`config.mk`:
```
export PLATFORM = sky130hd
export DESIGN_NAME = rv_decompress
export DESIGN_NICKNAME = d
export VERILOG_FILES = /design/src/rtl/rv_pkg.sv /design/src/rtl/rv_rvc_expand.sv /design/src/rtl/rv_decompress.sv
export SDC_FILE = /design/constraint.sdc
export NUM_CORES = 1
export LEC_CHECK = 0
export ABC_AREA = 1
export BUFFER_PORTS_ARGS = -buffer_cell sky130_fd_sc_hd__buf_2
export CAP_MARGIN = 0
export CORE_ASPECT_RATIO = 0.7
export CORE_MARGIN = 8
export CORE_UTILIZATION = 51
export DETAILED_ROUTE_END_ITERATION = 7
export PLACE_DENSITY_LB_ADDON = 0.15
export RECOVER_POWER = 25
export SYNTH_ARGS = -nofsm -noshare
export SYNTH_HDL_FRONTEND = slang
export SYNTH_HIERARCHICAL = 1
export SYNTH_SLANG_ARGS = --single-unit
```
`constraint.sdc`:
```
create_clock -name i_clk -period 3.4 [get_ports i_clk]
set_input_delay 0.34 -clock i_clk [delete_from_list [all_inputs] [get_ports i_clk]]
set_output_delay 0.34 -clock i_clk [all_outputs]
set_load 0.03 [all_outputs]
```
`src/rtl/rv_pkg.sv`:
```
// Shared RV32I opcode constants and RVC quadrant / funct3 codes used by the
// instruction decompression stage.
package rv_pkg;

  // RV32I major opcodes
  localparam logic [6:0] OP_LOAD   = 7'b0000011;
  localparam logic [6:0] OP_STORE  = 7'b0100011;
  localparam logic [6:0] OP_IMM    = 7'b0010011;
  localparam logic [6:0] OP_OP     = 7'b0110011;
  localparam logic [6:0] OP_LUI    = 7'b0110111;
  localparam logic [6:0] OP_BRANCH = 7'b1100011;
  localparam logic [6:0] OP_JAL    = 7'b1101111;
  localparam logic [6:0] OP_JALR   = 7'b1100111;
  localparam logic [6:0] OP_SYSTEM = 7'b1110011;

  // RVC quadrants (instruction bits [1:0])
  localparam logic [1:0] Q0 = 2'b00;
  localparam logic [1:0] Q1 = 2'b01;
  localparam logic [1:0] Q2 = 2'b10;

  // RVC funct3 (instruction bits [15:13]) per quadrant
  localparam logic [2:0] C0_ADDI4SPN = 3'b000;
  localparam logic [2:0] C0_LW       = 3'b010;
  localparam logic [2:0] C0_SW       = 3'b110;
  localparam logic [2:0] C1_ADDI     = 3'b000;
  localparam logic [2:0] C1_JAL      = 3'b001;
  localparam logic [2:0] C1_LI       = 3'b010;
  localparam logic [2:0] C1_LUI      = 3'b011;
  localparam logic [2:0] C1_ALU      = 3'b100;
  localparam logic [2:0] C1_J        = 3'b101;
  localparam logic [2:0] C1_BEQZ     = 3'b110;
  localparam logic [2:0] C1_BNEZ     = 3'b111;
  localparam logic [2:0] C2_SLLI     = 3'b000;
  localparam logic [2:0] C2_LWSP     = 3'b010;
  localparam logic [2:0] C2_JR       = 3'b100;
  localparam logic [2:0] C2_SWSP     = 3'b110;

  // Compressed 3-bit register field -> x8..x15
  function automatic logic [4:0] creg(input logic [2:0] r);
    return {2'b01, r};
  endfunction

endpackage

```
`src/rtl/rv_rvc_expand.sv`:
```
// Purely combinational RV32C -> RV32I expander. Illegal or unsupported
// encodings raise o_illegal and return the raw halfword zero-extended.
module rv_rvc_expand
  import rv_pkg::*;
(
  input  logic [15:0] i_instr,
  output logic [31:0] o_instr,
  output logic        o_illegal
);

  logic [2:0]  f3;
  logic [4:0]  rd;
  logic [4:0]  rs2;
  logic [4:0]  p97;
  logic [4:0]  p42;
  logic [11:0] imm6_sx;
  logic [10:1] jofs;
  logic        imm6_zero;

  assign f3        = i_instr[15:13];
  assign rd        = i_instr[11:7];
  assign rs2       = i_instr[6:2];
  assign p97       = creg(i_instr[9:7]);
  assign p42       = creg(i_instr[4:2]);
  assign imm6_sx   = {{7{i_instr[12]}}, i_instr[6:2]};
  assign imm6_zero = ({i_instr[12], i_instr[6:2]} == 6'd0);
  // C.J / C.JAL offset[10:1] unscrambled from the RVC jump format
  assign jofs      = {i_instr[8], i_instr[10:9], i_instr[6], i_instr[7],
                      i_instr[2], i_instr[11], i_instr[5:3]};

  // Decode quadrant/funct3 and assemble the equivalent 32-bit word
  always_comb begin
    o_instr   = 32'h0;
    o_illegal = 1'b0;
    case (i_instr[1:0])
      Q0: begin
        case (f3)
          C0_ADDI4SPN: begin
            o_instr   = {2'b00, i_instr[10:7], i_instr[12:11], i_instr[5], i_instr[6],
                         2'b00, 5'd2, 3'b000, p42, OP_IMM};
            o_illegal = (i_instr[12:5] == 8'h00);
          end
          C0_LW:   o_instr = {5'b0, i_instr[5], i_instr[12:10], i_instr[6], 2'b00,
                              p97, 3'b010, p42, OP_LOAD};
          C0_SW:   o_instr = {5'b0, i_instr[5], i_instr[12], p42, p97, 3'b010,
                              i_instr[11:10], i_instr[6], 2'b00, OP_STORE};
          default: o_illegal = 1'b1;
        endcase
      end
      Q1: begin
        case (f3)
          C1_ADDI: o_instr = {imm6_sx, rd, 3'b000, rd, OP_IMM};
          C1_JAL:  o_instr = {i_instr[12], jofs, i_instr[12], {8{i_instr[12]}}, 5'd1, OP_JAL};
          C1_J:    o_instr = {i_instr[12], jofs, i_instr[12], {8{i_instr[12]}}, 5'd0, OP_JAL};
          C1_LI:   o_instr = {imm6_sx, 5'd0, 3'b000, rd, OP_IMM};
          C1_LUI: begin
            o_illegal = imm6_zero;
            if (rd == 5'd2) begin
              o_instr = {{3{i_instr[12]}}, i_instr[4:3], i_instr[5], i_instr[2], i_instr[6],
                         4'b0000, 5'd2, 3'b000, 5'd2, OP_IMM};
            end else begin
              o_instr = {{15{i_instr[12]}}, i_instr[6:2], rd, OP_LUI};
            end
          end
          C1_ALU: begin
            case (i_instr[11:10])
              2'b00: begin
                o_instr   = {6'b000000, i_instr[12], i_instr[6:2], p97, 3'b101, p97, OP_IMM};
                o_illegal = i_instr[12];
              end
              2'b01: begin
                o_instr   = {6'b010000, i_instr[12], i_instr[6:2], p97, 3'b101, p97, OP_IMM};
                o_illegal = i_instr[12];
              end
              2'b10: o_instr = {imm6_sx, p97, 3'b111, p97, OP_IMM};
              default: begin
                // funct3=100 with bit 12 set is reserved on RV32
                o_illegal = i_instr[12];
                case (i_instr[6:5])
                  2'b00:   o_instr = {7'b0100000, p42, p97, 3'b000, p97, OP_OP};
                  2'b01:   o_instr = {7'b0000000, p42, p97, 3'b100, p97, OP_OP};
                  2'b10:   o_instr = {7'b0000000, p42, p97, 3'b110, p97, OP_OP};
                  default: o_instr = {7'b0000000, p42, p97, 3'b111, p97, OP_OP};
                endcase
              end
            endcase
          end
          // C.BEQZ/C.BNEZ differ only in bit 13, which becomes funct3[0]
          default: o_instr = {{4{i_instr[12]}}, i_instr[6:5], i_instr[2], 5'd0, p97,
                              2'b00, i_instr[13], i_instr[11:10], i_instr[4:3],
                              i_instr[12], OP_BRANCH};
        endcase
      end
      Q2: begin
        case (f3)
          C2_SLLI: begin
            o_instr   = {6'b000000, i_instr[12], rs2, rd, 3'b001, rd, OP_IMM};
            o_illegal = i_instr[12];
          end
          C2_LWSP: begin
            o_instr   = {4'b0000, i_instr[3:2], i_instr[12], i_instr[6:4], 2'b00,
                         5'd2, 3'b010, rd, OP_LOAD};
            o_illegal = (rd == 5'd0);
          end
          C2_JR: begin
            if (!i_instr[12]) begin
              if (rs2 == 5'd0) begin
                o_instr   = {12'h000, rd, 3'b000, 5'd0, OP_JALR};
                o_illegal = (rd == 5'd0);
              end else begin
                o_instr = {7'b0000000, rs2, 5'd0, 3'b000, rd, OP_OP};
              end
            end else if (rs2 == 5'd0) begin
              if (rd == 5'd0) o_instr = {12'h001, 5'd0, 3'b000, 5'd0, OP_SYSTEM};
              else            o_instr = {12'h000, rd, 3'b000, 5'd1, OP_JALR};
            end else begin
              o_instr = {7'b0000000, rs2, rd, 3'b000, rd, OP_OP};
            end
          end
          C2_SWSP: o_instr = {4'b0000, i_instr[8:7], i_instr[12], rs2, 5'd2, 3'b010,
                              i_instr[11:9], 2'b00, OP_STORE};
          default: o_illegal = 1'b1;
        endcase
      end
      default: o_illegal = 1'b1;
    endcase
    if (o_illegal) o_instr = {16'h0000, i_instr};
  end

endmodule

```
`src/rtl/rv_decompress.sv`:
```
// Decompress stage between fetch and decode: expands RVC encodings, flags
// illegal words and registers the result behind a valid/stall handshake.
module rv_decompress
  import rv_pkg::*;
#(
  parameter int IADDR_SPACE_BITS = 16,
  parameter int EXTENSION_C      = 1
) (
  input  logic                          i_clk,
  input  logic                          i_reset,
  input  logic                          i_flush,
  input  logic                          i_ready,
  input  logic [31:0]                   i_instruction,
  input  logic [IADDR_SPACE_BITS-1:1]   i_pc,
  input  logic [IADDR_SPACE_BITS-1:1]   i_pc_next,
  output logic                          o_fetch_stall,
  input  logic                          i_stall,
  output logic                          o_valid,
  output logic [31:0]                   o_instruction,
  output logic [IADDR_SPACE_BITS-1:1]   o_pc,
  output logic [IADDR_SPACE_BITS-1:1]   o_pc_next,
  output logic                          o_compressed,
  output logic                          o_illegal
);

  logic                        is_c;
  logic [31:0]                 exp_instr;
  logic                        exp_ill;
  logic [31:0]                 dec_instr;
  logic                        dec_ill;
  logic                        load;

  logic                        valid_d, valid_q;
  logic [31:0]                 instr_d, instr_q;
  logic [IADDR_SPACE_BITS-1:1] pc_d, pc_q;
  logic [IADDR_SPACE_BITS-1:1] pc_next_d, pc_next_q;
  logic                        comp_d, comp_q;
  logic                        ill_d, ill_q;

  rv_rvc_expand u_expand (
    .i_instr   (i_instruction[15:0]),
    .o_instr   (exp_instr),
    .o_illegal (exp_ill)
  );

  assign is_c          = (i_instruction[1:0] != 2'b11);
  assign o_fetch_stall = i_reset | i_flush | (valid_q & i_stall);
  assign load          = !o_fetch_stall;

  // Select passthrough, expanded or rejected word
  always_comb begin
    dec_instr = i_instruction;
    dec_ill   = (i_instruction[6:2] == 5'b11111);
    if (is_c) begin
      if (EXTENSION_C != 0) begin
        dec_instr = exp_instr;
        dec_ill   = exp_ill;
      end else begin
        dec_instr = {16'h0000, i_instruction[15:0]};
        dec_ill   = 1'b1;
      end
    end
  end

  // Next-state for the output register: load, flush-drop or hold
  always_comb begin
    valid_d   = valid_q;
    instr_d   = instr_q;
    pc_d      = pc_q;
    pc_next_d = pc_next_q;
    comp_d    = comp_q;
    ill_d     = ill_q;
    if (load) begin
      valid_d   = i_ready;
      instr_d   = dec_instr;
      pc_d      = i_pc;
      pc_next_d = i_pc_next;
      comp_d    = is_c;
      ill_d     = dec_ill;
    end else if (i_flush) begin
      valid_d   = 1'b0;
    end
  end

  // Output register with synchronous reset to a NOP
  always_ff @(posedge i_clk) begin
    if (i_reset) begin
      valid_q   <= 1'b0;
      instr_q   <= 32'h0000_0013;
      pc_q      <= '0;
      pc_next_q <= '0;
      comp_q    <= 1'b0;
      ill_q     <= 1'b0;
    end else begin
      valid_q   <= valid_d;
      instr_q   <= instr_d;
      pc_q      <= pc_d;
      pc_next_q <= pc_next_d;
      comp_q    <= comp_d;
      ill_q     <= ill_d;
    end
  end

  assign o_valid       = valid_q;
  assign o_instruction = instr_q;
  assign o_pc          = pc_q;
  assign o_pc_next     = pc_next_q;
  assign o_compressed  = comp_q;
  assign o_illegal     = ill_q;

endmodule

```
# Word level (Yosys, flattened, before mapping)
# Index checks and enable logic that the tools add are counted.
# word_totals
regBits	65
in_bits	67
output_inout_bits	66
word_cells	57
# classes
eq_ne	16
n_mux	23
bitwise	3
n_reduce_logical	9
# ops
operator	count
$pmux W32 S3	2
$pmux W32 S6	1
$pmux W32 S4	1
$pmux W31 S3	1
$pmux W30 S3	1
$mux W25	3
$mux W32	2
$mux W29	1
$mux W21	1
$logic_not A5 Y1	2
$eq A3 B3 Y1 const B	3
$logic_not A8 Y1	1
$eq A2 B1 Y1 const B	3
$eq A2 B2 Y1 const B	3
$eq A3 B2 Y1 const B	2
$logic_not A2 Y1	3
$logic_not A6 Y1	1
$mux W1	6
$eq A5 B2 Y1 const B	1
$eq A5 B5 Y1 const B	1
$ne A2 B2 Y1 const B	2
$pmux W1 S2	2
$pmux W1 S4	1
$eq A3 B1 Y1 const B	1
other kinds (5)	6

# Longest topological paths before layout
# logic_depth
word_depth	8
mapped_depth	16
mapped_depth_nobuf	15

# Cells and area by module
# Netlist, hierarchy kept.
# modules_own_cells
mod	n_inst	cells_per_inst	area_each_um2	seq_area_each_um2
rv_decompress	1	389	2601.2	1301.2
rv_rvc_expand	1	390	1835.5	0.0

# Worst setup path after synthesis
# No wires, ideal clock.
# synth_path
path_type	input port to flip-flop
from	input i_instruction[13]
to	register instr_q[4], in the netlist o_instruction[4]
setup_time_ns	0.116
arrival_time_ns	1.602
t_required_ns	3.284
slack_ns	1.682
path_stages	16
path_buffers	2
path_cell_list	buf_6 inv_2 nand2_1 nand2_1 nand2_1 nand2_1 inv_1 nand2_1 nand3_4 buf_6 nand2_1 nand2_1 inv_1 nor2_1 o21ai_1 nand2_1
# synth_between
elab_chain_cells	6
elab_cells_between_ends	18
cone_classes	eq/ne: 6; mux: 10; reduce/logical: 2
# synth_lines
item	line	text
from (decl)	rv_decompress.sv:13	input logic [31:0] i_instruction,
$eq A3 B2 Y1 / $eq A3 B3 Y1 (equally long branches)	rv_rvc_expand.sv:37, rv_rvc_expand.sv:51, rv_rvc_expand.sv:95	
$reduce_or A2 Y1 (no source line)	--	
$pmux W1 S2	rv_rvc_expand.sv:37	case (f3)
$pmux W1 S3	rv_rvc_expand.sv:35	case (i_instr[1:0])
$mux W32 *	rv_rvc_expand.sv:127	if (o_illegal) o_instr = {16'h0000, i_instr};
via exp_instr[4]	rv_decompress.sv:27	logic [31:0] exp_instr;
$mux W32 *	rv_decompress.sv:54	if (is_c) begin
to (signal assigned)	rv_decompress.sv:96	instr_q <= instr_d;
to (decl)	rv_decompress.sv:34	logic [31:0] instr_d, instr_q;
# Mark *: on every way through the listed nets, which the timed path passes. The rest lies on a longest branch.
# A chain may end at the register's enable or synchronous reset.

# Worst setup path in the final report
# layout_path
from	input i_instruction[15]
to	register instr_q[5], in the netlist o_instruction[5]
# layout_between
elab_chain_cells	6
elab_cells_between_ends	18
cone_classes	eq/ne: 6; mux: 10; reduce/logical: 2
# layout_lines
item	line	text
$eq A3 B2 Y1 / $eq A3 B3 Y1 (equally long branches)	rv_rvc_expand.sv:37, rv_rvc_expand.sv:95	
$reduce_or A2 Y1 (no source line)	--	
$pmux W1 S2	rv_rvc_expand.sv:37	
$pmux W1 S3 *	rv_rvc_expand.sv:35	
via exp_ill	rv_decompress.sv:28	logic exp_ill;
$mux W32 *	rv_rvc_expand.sv:127	
via exp_instr[5]	rv_decompress.sv:27	
$mux W32 *	rv_decompress.sv:54	
# Marks and branches as above.

==> tab_implementation.tex <==
\begin{tabular}{lr}
\hline
Metric & Value \\
\hline
\multicolumn{2}{l}{\textbf{Synthesis}} \\
Most area-hungry cell type in the Yosys netlist & sky130\_fd\_sc\_hd\_\_nand2\_1 \\
Total standard cell area after synthesis & about 4400 sq um \\
Cell with the most instances after synthesis & sky130\_fd\_sc\_hd\_\_nand2\_1 \\
Number of flops mapped to enable cells by yosys & 0 \\
Number of distinct library cells after synthesis & 30 \\
Most numerous cell types in the synthesized netlist & sky130\_fd\_sc\_hd\_\_nand2\_1, sky130\_fd\_sc\_hd\_\_dfxtp\_1, sky130\_fd\_sc\_hd\_\_nor2\_1 \\
Post-synth top flop & sky130\_fd\_sc\_hd\_\_dfxtp\_1 \\
Syn Inst Count & 779 \\
Sequential fraction of the synthesis area & 29.3\% \\
Share of flip-flops with an asynchronous set or reset & 0\% \\
Number of synthesis warnings & 6 \\
Dominant cells by area after synthesis & sky130\_fd\_sc\_hd\_\_nand2\_1, sky130\_fd\_sc\_hd\_\_dfxtp\_1, sky130\_fd\_sc\_hd\_\_nor2\_1 \\
Post-Synthesis Mean Instance Area & 5.70 sq um \\
Area share of the largest cell type after synthesis & a little over a third \\
Flip-flop and latch count after synthesis & 65 \\
Post-synthesis net count & between 800 and 900 \\
\multicolumn{2}{l}{\textbf{Clock network}} \\
CTS sink count & 65 \\
Skew-Pair Late Insertion Delay & about 0.32 ns \\
Clock tree from TritonCTS & done \\
Root buffer cell & sky130\_fd\_sc\_hd\_\_clkbuf\_16 \\
Number of buffers added by the clock tree synthesis step & 9 \\
Post-CTS Setup Inserts & 0 \\
Register clock-pin slew on the reported worst setup and hold paths & $\sim$0.050 ns \\
Maximum clock insertion buffer count & 2 \\
Post-cts resize count & 0 \\
Hold-fix buffers at CTS & 0 \\
Level count of the clock H-tree & 3 \\
\multicolumn{2}{l}{\textbf{GRT}} \\
Via count of the first global-routing pass & between 5000 and 6000 \\
First-pass GRT wire length & approximately 27000 um \\
Number of antenna violations at the first check in global routing & 0 \\
Overall global routing resource usage & 28.6\% \\
Largest net degree at the start of global routing & 61 \\
Total global routing overflow & 0 \\
\multicolumn{2}{l}{\textbf{Layout}} \\
Net count reported at finish & between 900 and 1000 \\
Area Growth Syn to Fin & 19.8\% \\
Share of layout cells above drive strength 1 & about a fifth \\
Core Util, Final & a little over three fifths \\
Non-filler cells, final & 1017 \\
Filler instances & 841 \\
Ant. Diodes & 0 \\
\multicolumn{2}{l}{\textbf{Placement}} \\
Instance count after placement with tap cells included & $\sim$1000 \\
Buffers on Ports & between 100 and 150 \\
Post-detailed-placement half-perimeter wirelength & between 10000 and 15000 um \\
Gp weighted congestion & approximately 1.1 \\
Worst setup timing slack at the placement stage & 1.02 ns \\
\multicolumn{2}{l}{\textbf{Route}} \\
DR vias & between 5000 and 6000 \\
Routed vias/inst & about 5.3 \\
Per-cell routed wire length & $\sim$17 um \\
DRC violation count after routing & 0 \\
1st-pass router iterations & 5 \\
Total Routed Length & around 17000 um \\
Antenna-violating nets left & 0 \\
DRT iter0 DRCs & roughly 540 \\
\multicolumn{2}{l}{\textbf{Setup path}} \\
R2r worst-path depth & 5 \\
End point of the critical path & o\_instruction[5] \\
Data required time of the critical path & around 3.7 ns \\
Crit. End Element & flop \\
Crit-path max FO & 35 \\
Startpoint type of the worst setup path & input port \\
Launch point of the worst path & i\_instruction[15] \\
Capture instance of the worst register-to-register path & o\_instruction[20] \\
CP Data Arrival Time & around 2.4 ns \\
Worst setup path class & input port to flop \\
Slack of the worst reg-to-reg path & $\sim$1.5 ns \\
Reg-to-Reg Start & o\_valid \\
\multicolumn{2}{l}{\textbf{Pwr}} \\
Cell Pwr Density & between 400 and 500 nW/um\^{}2 \\
Cell-internal power & 0.00154 W \\
Leakage & about 3 nW \\
Net switching power & 0.000756 W \\
Comb power frac & around a quarter \\
Clock power share & 39.4\% \\
Switching fraction of total power & between 30 and 40\% \\
Sequential fraction of design power & 36.2\% \\
Max VDD drop & about 370 uV \\
\multicolumn{2}{l}{\textbf{Floorplan}} \\
Die ar. & 12000 sq um \\
I/O pin count & about 130 \\
Core Area & 8440 sq um \\
Number of placement rows & 28 \\
Starting density of the core & between 50\% and 60\% \\
Die boundary width & about 130 um \\
Height of the die & 94.0 um \\
\multicolumn{2}{l}{\textbf{Timing}} \\
Crit share post-route & approximately 62\% \\
Setup-failing EPs final & 0 \\
Final max-slew violation count & 0 \\
Min Tclk post-route & roughly 2.1 ns \\
Relative slew margins & around 32\% \\
Highest Clock Rate & around 480 MHz \\
Worst Max-Slew Pin Slew & 1.02 ns \\
Final hold viol count & 0 \\
Worst Clk Skew & 0.00285 ns \\
Total Neg Setup Slack & 0 ns \\
Unrepaired setup endpoints after global routing & no \\
PnR worst setup slack & 1.30 ns \\
Worst hold margin & $\sim$0.21 ns \\
\multicolumn{2}{l}{\textbf{Run status}} \\
Run status & finished, final reports clean \\
\multicolumn{2}{l}{\textbf{Worst hold path}} \\
Class of the most critical hold timing path & input port to flop \\
Critical hold path startpoint & i\_pc\_next[5] \\
\multicolumn{2}{l}{\textbf{Run}} \\
Max-capacitance violation count & 0 \\
\hline
\end{tabular}
==> worst min-delay path by stage <==
| stage | slack [ns] | cells past startpoint | end |
|---|---|---|---|
| 2_1_floorplan | 0.45 | 2 | o_pc[10] |
| 3_3_place_gp | 0.42 | 2 | o_pc[10] |
| 3_5_place_dp | 0.43 | 2 | o_pc[6] |
| 4_1_cts | 0.20 | 3 | o_pc_next[5] |
| 5_1_grt | 0.21 | 3 | o_pc_next[2] |
| 6_report | 0.21 | 3 | o_pc_next[5] |
==> logic make-up (layout without fill, tap and decap cells) <==
group                  count (synthesis)  after routing  synth area share, %
buffers and inverters                 86            204                 9.45
AOI/OAI and AO/OA                     74             74                 9.76
DFF                                   65             65                 29.3
and+or+nand+nor                      554            554                 51.5
==> final cells by class <==
cell class / count / area, sq um / area share [%]
inverters: 53 / 199 / 3.74
clock buffers: 11 / 243 / 4.57
repair buffers: 135 / 644 / 12.1
multi-input cells: 628 / 2720 / 51.2
well taps: 120 / 150 / 2.83
flip-flops and latches: 65 / 1300 / 24.5
clock inverters: 5 / 55.1 / 1.04
==> power groups by stage <==
stage | clock [W] | combinational (W) | sequential (W)
3_3_place_gp | 0 | 0.000550 | 0.000845
4_1_cts | 0.000915 | 0.000558 | 0.000832
5_1_grt | 0.000952 | 0.000609 | 0.000838
3_5_place_dp | 0 | 0.000554 | 0.000847
6_report | 0.000906 | 0.000561 | 0.000834
2_1_floorplan | 0 | 0.000290 | 0.000940
==> placed cells by master (no fill, tap or decap), types with 15 or more instances in the layout <==
cell	Yosys	routed
sky130_fd_sc_hd__nand2_1	414	415
sky130_fd_sc_hd__nand3_1	39	39
sky130_fd_sc_hd__a21oi_1	18	18
sky130_fd_sc_hd__clkbuf_1	7	32
sky130_fd_sc_hd__buf_2	8	101
sky130_fd_sc_hd__o21ai_0	25	25
sky130_fd_sc_hd__inv_2	15	15
sky130_fd_sc_hd__inv_1	37	37
sky130_fd_sc_hd__nor2_1	61	61
sky130_fd_sc_hd__dfxtp_1	65	65
==> per-layer routing <==
metal / vias up / wire length, um / global-route usage (%)
met5: - / 0 / 0
met4: 0 / 325 / 6.51
met3: 30 / 2200 / 9.81
met2: 312 / 7960 / 46.7
met1: 2457 / 6990 / 35.8
li1: 2637 / - / -
==> critical path, cell delays in order <==
cell                      delay, ns
sky130_fd_sc_hd__buf_2         0.32
sky130_fd_sc_hd__inv_1         0.19
sky130_fd_sc_hd__nand2_1       0.20
sky130_fd_sc_hd__nand2_1       0.15
sky130_fd_sc_hd__nand2_1       0.09
sky130_fd_sc_hd__nand2_1       0.05
sky130_fd_sc_hd__inv_1         0.05
sky130_fd_sc_hd__nand2_1       0.09
sky130_fd_sc_hd__nand3_4       0.34
sky130_fd_sc_hd__nand2_1       0.13
sky130_fd_sc_hd__o21ai_2       0.08
sky130_fd_sc_hd__nand2_1       0.09
sky130_fd_sc_hd__nand2_1       0.11
sky130_fd_sc_hd__nand2_1       0.05
sky130_fd_sc_hd__nand2_1       0.08
==> per-stage QoR <==
stage / area (sq um) / power, W
2_1_floorplan: 4440 / 0.00123
3_3_place_gp: 5060 / 0.00139
3_5_place_dp: 5060 / 0.00140
4_1_cts: 5360 / 0.00231
5_1_grt: 5310 / 0.00240
6_report: 5310 / 0.00230
==> registers in the layout, indices dropped and copies added, names as in the netlist <==
signal / flops
o_illegal: 1
o_pc: 15
o_compressed: 1
o_valid: 1
o_instruction: 32
o_pc_next: 15
No activity file was read; power rests on OpenSTA's default activity.
